$ cat src/rtl/sbox_cfg_ctrl.sv
// ---------------------------------------------------------------------------
// sbox_cfg_ctrl
//
// Frame-aligned selection controller for a two-output sbox. A configuration
// request only changes the sbox selection on a frame boundary, after the
// producer channel has been stalled for a guard interval, so no token is
// ever in flight across a selection change. Token data does not pass
// through this block; only the write strobe and full_n flag are gated.
//
// Parameters
//   FRAME_LEN   tokens per frame (1..65535)
//   GUARD_CYC   stall cycles held before the selection flips (1..255)
//
// Ports
//   clock        in   sole clock, rising edge
//   reset        in   synchronous, active-high reset
//   cfg_req      in   single-cycle request for a new selection
//   cfg_sel      in   requested selection (0 -> out1, 1 -> out2)
//   cfg_busy     out  high while a request is in progress
//   cfg_ack      out  one-cycle pulse when a request completes
//   sel          out  registered selection to the sbox sel input
//   prod_write   in   producer write strobe
//   prod_full_n  out  space-available flag to the producer
//   sbox_write   out  gated write strobe to sbox in1_write
//   sbox_full_n  in   space-available flag from sbox in1_full_n
//
// States
//   state  | meaning
//   -------+---------------------------------------------------------------
//   IDLE   | no request outstanding, tokens flow freely
//   WAIT   | request latched, letting the current frame finish
//   HOLD   | at frame boundary, channel stalled for GUARD_CYC cycles
//   SWITCH | channel still stalled, selection updated at end of cycle
// ---------------------------------------------------------------------------
module sbox_cfg_ctrl #(
    parameter int FRAME_LEN = 16,
    parameter int GUARD_CYC = 2
) (
    input  logic clock,
    input  logic reset,
    input  logic cfg_req,
    input  logic cfg_sel,
    output logic cfg_busy,
    output logic cfg_ack,
    output logic sel,
    input  logic prod_write,
    output logic prod_full_n,
    output logic sbox_write,
    input  logic sbox_full_n
);

    localparam int CNT_W = (FRAME_LEN > 1) ? $clog2(FRAME_LEN) : 1;
    localparam logic [CNT_W-1:0] CNT_LAST   = CNT_W'(FRAME_LEN - 1);
    localparam logic [CNT_W-1:0] CNT_ONE    = CNT_W'(1);
    localparam logic [7:0]       GUARD_LOAD = 8'(GUARD_CYC - 1);

    typedef enum logic [1:0] {
        ST_IDLE   = 2'd0,
        ST_WAIT   = 2'd1,
        ST_HOLD   = 2'd2,
        ST_SWITCH = 2'd3
    } state_t;

    state_t           state_q, state_d;
    logic [CNT_W-1:0] cnt_q, cnt_d;
    logic [7:0]       guard_q, guard_d;
    logic             pend_sel_q, pend_sel_d;
    logic             sel_q, sel_d;
    logic             ack_q, ack_d;

    logic hold;
    logic accept;

    // Channel gating. Hold is forced low while reset is asserted so the
    // producer sees the raw sbox flag even before the state register clears.
    always_comb begin
        hold = !reset &&
               (((state_q == ST_WAIT) && (cnt_q == '0)) ||
                (state_q == ST_HOLD) ||
                (state_q == ST_SWITCH));
        prod_full_n = sbox_full_n && !hold;
        sbox_write  = prod_write && !hold;
        accept      = sbox_write && sbox_full_n;
    end

    // Frame counter: counts accepted tokens only, so backpressure simply
    // freezes it. With a frame of one it stays pinned at zero.
    always_comb begin
        cnt_d = cnt_q;
        if (accept) begin
            if (cnt_q == CNT_LAST) begin
                cnt_d = '0;
            end else begin
                cnt_d = cnt_q + CNT_ONE;
            end
        end
    end

    always_comb begin
        state_d    = state_q;
        guard_d    = guard_q;
        pend_sel_d = pend_sel_q;
        sel_d      = sel_q;
        ack_d      = 1'b0;

        case (state_q)
            ST_IDLE: begin
                if (cfg_req) begin
                    if (cfg_sel == sel_q) begin
                        // Already selected: acknowledge without stalling.
                        ack_d = 1'b1;
                    end else begin
                        pend_sel_d = cfg_sel;
                        state_d    = ST_WAIT;
                    end
                end
            end
            ST_WAIT: begin
                // cnt==0 here is a frame boundary and hold is already up,
                // so no token can slip in during the transition.
                if (cnt_q == '0) begin
                    state_d = ST_HOLD;
                    guard_d = GUARD_LOAD;
                end
            end
            ST_HOLD: begin
                if (guard_q == 8'd0) begin
                    state_d = ST_SWITCH;
                end else begin
                    guard_d = guard_q - 8'd1;
                end
            end
            ST_SWITCH: begin
                sel_d   = pend_sel_q;
                ack_d   = 1'b1;
                state_d = ST_IDLE;
            end
            default: begin
                state_d = ST_IDLE;
            end
        endcase
    end

    always_ff @(posedge clock) begin
        if (reset) begin
            state_q    <= ST_IDLE;
            cnt_q      <= '0;
            guard_q    <= 8'd0;
            pend_sel_q <= 1'b0;
            sel_q      <= 1'b0;
            ack_q      <= 1'b0;
        end else begin
            state_q    <= state_d;
            cnt_q      <= cnt_d;
            guard_q    <= guard_d;
            pend_sel_q <= pend_sel_d;
            sel_q      <= sel_d;
            ack_q      <= ack_d;
        end
    end

    assign cfg_busy = (state_q != ST_IDLE);
    assign cfg_ack  = ack_q;
    assign sel      = sel_q;

endmodule

$ cat config.mk
export PLATFORM = sky130hd
export DESIGN_NAME = sbox_cfg_ctrl
export DESIGN_NICKNAME = d
export VERILOG_FILES = /design/src/rtl/sbox_cfg_ctrl.sv
export SDC_FILE = /design/constraint.sdc
export NUM_CORES = 1
export LEC_CHECK = 0
export ABC_AREA = 1
export CORE_MARGIN = 4
export CORE_UTILIZATION = 55
export DETAILED_ROUTE_END_ITERATION = 10
export MAX_ROUTING_LAYER = met4
export PLACE_DENSITY_LB_ADDON = 0.1
export RECOVER_POWER = 50
export SYNTH_ARGS = -nofsm -noshare
export SYNTH_HDL_FRONTEND = slang
export SYNTH_SLANG_ARGS = --single-unit
$ cat constraint.sdc
create_clock -name clock -period 1.6 [get_ports clock]
set_input_delay 0.24 -clock clock [delete_from_list [all_inputs] [get_ports clock]]
set_output_delay 0.24 -clock clock [all_outputs]
set_load 0.02 [all_outputs]
==> impl_metrics.tcl <==
set metrics [dict create \
    status "finished with violations" \
    violations "setup timing" \
    ant_nets 0 \
    grt_pass1_vias 1117 \
    num_rows 16 \
    synth_seq_cells 17 \
    tightest_slew_ps 354 \
    switching_share_pct 47.4 \
    hp-class "flop to flop" \
    top_usage_layer "met2" \
    path_cells "inv_2 -> ha_4 -> nand4_1 -> nand2_1 -> nand2_2 -> inv_2 -> nor2_2 -> buf_4" \
    routed_wl_um 2510 \
    htree_levels 1 \
    startpoint_type "flop" \
    hold_buffers 0 \
    crit_family "flip-flops" \
    synth_cell_types 23 \
    synth_nets 183 \
    setup_ws_ps -55.5 \
    critPathCaptureType "primary output" \
    critPathMaxStageDelay_ps 380 \
    grtUsageMet2_pct 35.9 \
    die-area_um2 2830 \
    synth.top_cells.by_area "dfxtp_1 30%, nand2_1 14%, nor2_1 10%" \
    clkTransAtPathRegs_ps 110 \
    path_buf_inv 3 \
    gp_congestion 0.836 \
    core_um2 1940 \
    dp_slack_ps -305 \
    synth_top_area_share_pct 30.3 \
    synthToLayoutAreaGrowth_pct 27.1 \
    critPathRequiredTime_ps 1360 \
    cellLeakagePower_uw 0.000702 \
    fin_nets 214 \
    fin_crit_sh_pct 103 \
    n_antenna_cell 0 \
    synthArstFlopShare_pct 0 \
    path_class "flop to primary output" \
    setup_viol 2 \
    grt_antenna_before_repair 0 \
    post-route-drc-count 0 \
    grt_max_degree 11 \
    cts.sinks 17 \
    slew_headroom_pct 76.3 \
    die_w_um 53.2 \
    wire_per_inst_um 11.1 \
    dp_cells 221 \
    clock.fmax_ghz 0.604 \
    port-buffer-count 10 \
    fin_cells 226 \
    p_int_uw 1260 \
    drive_above_1_share_pct 28.6 \
    comb_power_share_pct 63.6 \
    clockBufferDepth 2 \
    fin_crit_ps 1660 \
    hold_viol 0 \
    pwr-share-clk_pct 10.4 \
    maxSlewViolCount 0 \
    fin_hold_ws_ps 499 \
    n_fill_cell 173 \
    max_cap_violations 0 \
    path_max_fanout 4 \
    crit_top_cell "inv_2" \
    avgViaCountPerCell 4.96 \
    vias 1121 \
    cts-root-buf "clkbuf_4" \
    p_sw_uw 1130 \
    ios 11 \
    power.density_nw_per_um2 1680 \
    grt_use_met3_pct 3.94 \
    syn-cell-area_um2 1120 \
    seqPwrFrac_pct 26.0 \
    yosysWarnings 0 \
    drt-pass1-iter-count 4 \
    synth_edf_count 0 \
    avgSynthCellArea_um2 6.65 \
    final.setup_skew_ps 7.47 \
    grt_use_met1_pct 24.1 \
    numCtsBuffers 3 \
    arrival_ps 1420 \
    seq_area_frac_synth_pct 30.3 \
    yosys.area.top_type "dfxtp_1" \
    synthCells 169 \
    slowest_stage "dfxtp_2" \
    gr-total-overflow 0 \
    ir_worst_vdd_mv 1.09 \
    rsz0062_at_grt "yes" \
    cts_tree "yes" \
    fp.dieH_um 53.2 \
    initialDrtViolationCount 15 \
    synth_ff_type "dfxtp_1" \
    dpl.hpwl_um 1880 \
    grt_use_total_pct 21.6 \
    start_util_pct 57.9 \
    insertion_delay_ps 310 \
    grt_first_pass_wirelength_um 4370 \
]
flip-flops by register name, summed over array words and instances, names as in the netlist:
| register | flops |
|---|---|
| guard_q | 8 |
| cnt_q | 4 |
| state_q | 2 |
| cfg_ack | 1 |
| pend_sel_q | 1 |
| sel | 1 |
cells in the final DEF, fill, tap and decap left out:
cell             netlist  layout
dfxtp_4                0       1
inv_1                 22      17
xor2_1                 3       3
dfxtp_1               17      13
nand3_2                2       1
a21oi_2                7       7
or2_0                  0       1
nor3_1                 1       1
clkinv_2               0       1
o21ai_0                5       5
nand3_4                1       1
clkbuf_1               0       2
nor4_1                 1       1
nand4_1                4       4
ha_2                   0       2
clkdlybuf4s50_1        0       6
nand2_2                2       3
nand2_1               43      42
inv_2                  4       9
a21oi_1                3       3
dfxtp_2                0       3
inv_4                  1       1
ha_4                   0       2
a211oi_1               1       1
nand3_1                8       9
buf_4                  1      19
clkbuf_4               0       3
xnor2_1                2       2
ha_1                   8       4
nor2_2                 2       4
nor2_1                30      28
worst register-to-register path: cells and delay by family (launching register included):
family	cells	cell delay, ps
fa+ha+maj	1	150
buf+inv	2	160
flops	1	380
simple gates	6	690
synthesized netlist by cell type (2+ instances only):
library cell	instances
a21oi_2	7
nand3_2	2
xor2_1	3
nor2_1	30
dfxtp_1	17
nand2_2	2
inv_1	22
ha_1	8
xnor2_1	2
nor2_2	2
nand2_1	43
inv_2	4
nand3_1	8
a21oi_1	3
o21ai_0	5
nand4_1	4
cell type report:
type | instances | area, µm² | area share [%]
Clock buffer | 3 | 22.5 | 1.58
Sequential cell | 17 | 348 | 24.4
Clock inverter | 1 | 5.00 | 0.351
Multi-Input combinational cell | 124 | 704 | 49.3
Tap cell | 27 | 33.8 | 2.37
Inverter | 27 | 104 | 7.27
Timing Repair Buffer | 27 | 210 | 14.7
per-layer routing:
layer	vias to the layer above	wire [µm]
met5	-	0
met4	0	48
met3	5	96
met2	19	1220
met1	508	1140
li1	589	-
through the flow:
step,total power [µW],util [%],TNS [ps],cell area [µm²]
2_1_floorplan,1670,-,0,1120
3_3_place_gp,2060,70.6,-511,1370
3_5_place_dp,2110,70.6,-631,1370
4_1_cts,2390,73.4,-146,1430
5_1_grt,2630,73.5,-298,1430
6_report,2390,73.5,-95.5,1430
kinds of logic after synthesis:
logic type | synth area share (%)
buf+inv | 9.91
flops | 30.3
compound gates | 9.69
simple gates | 37.3
xor+xnor | 3.90
fa+ha+maj | 8.91
timing repair:
item | 4_1_cts | 5_1_grt
setup buffers | 0 | 1
setup endpoints to repair | 3 | 4
pin swaps | 5 | 4
resized for setup | 29 | 6
hold endpoints to repair | 0 | 0
power by group through the flow:
stage	clock (µW)	combinational (µW)	sequential, µW
after floorplan	0	1060	609
after global placement	0	1450	605
after detailed placement	0	1500	610
after CTS	249	1520	621
after global routing	270	1730	631
final	249	1520	622
final timing paths:
path | endpoint | start | cells after the start | slack (ps)
setup / recovery | sbox_write | state_q[1]$_SDFFE_PP0P_ | 8 | -60
hold / removal | guard_q[0]$_SDFFE_PP0P_ | guard_q[0]$_SDFFE_PP0P_ | 2 | 500
setup reg to reg | cnt_q[0]$_SDFFE_PP0P_ | state_q[1]$_SDFFE_PP0P_ | 9 | 110
hold reg to reg | guard_q[0]$_SDFFE_PP0P_ | guard_q[0]$_SDFFE_PP0P_ | 2 | 500
(Power assumes the default switching activity.)
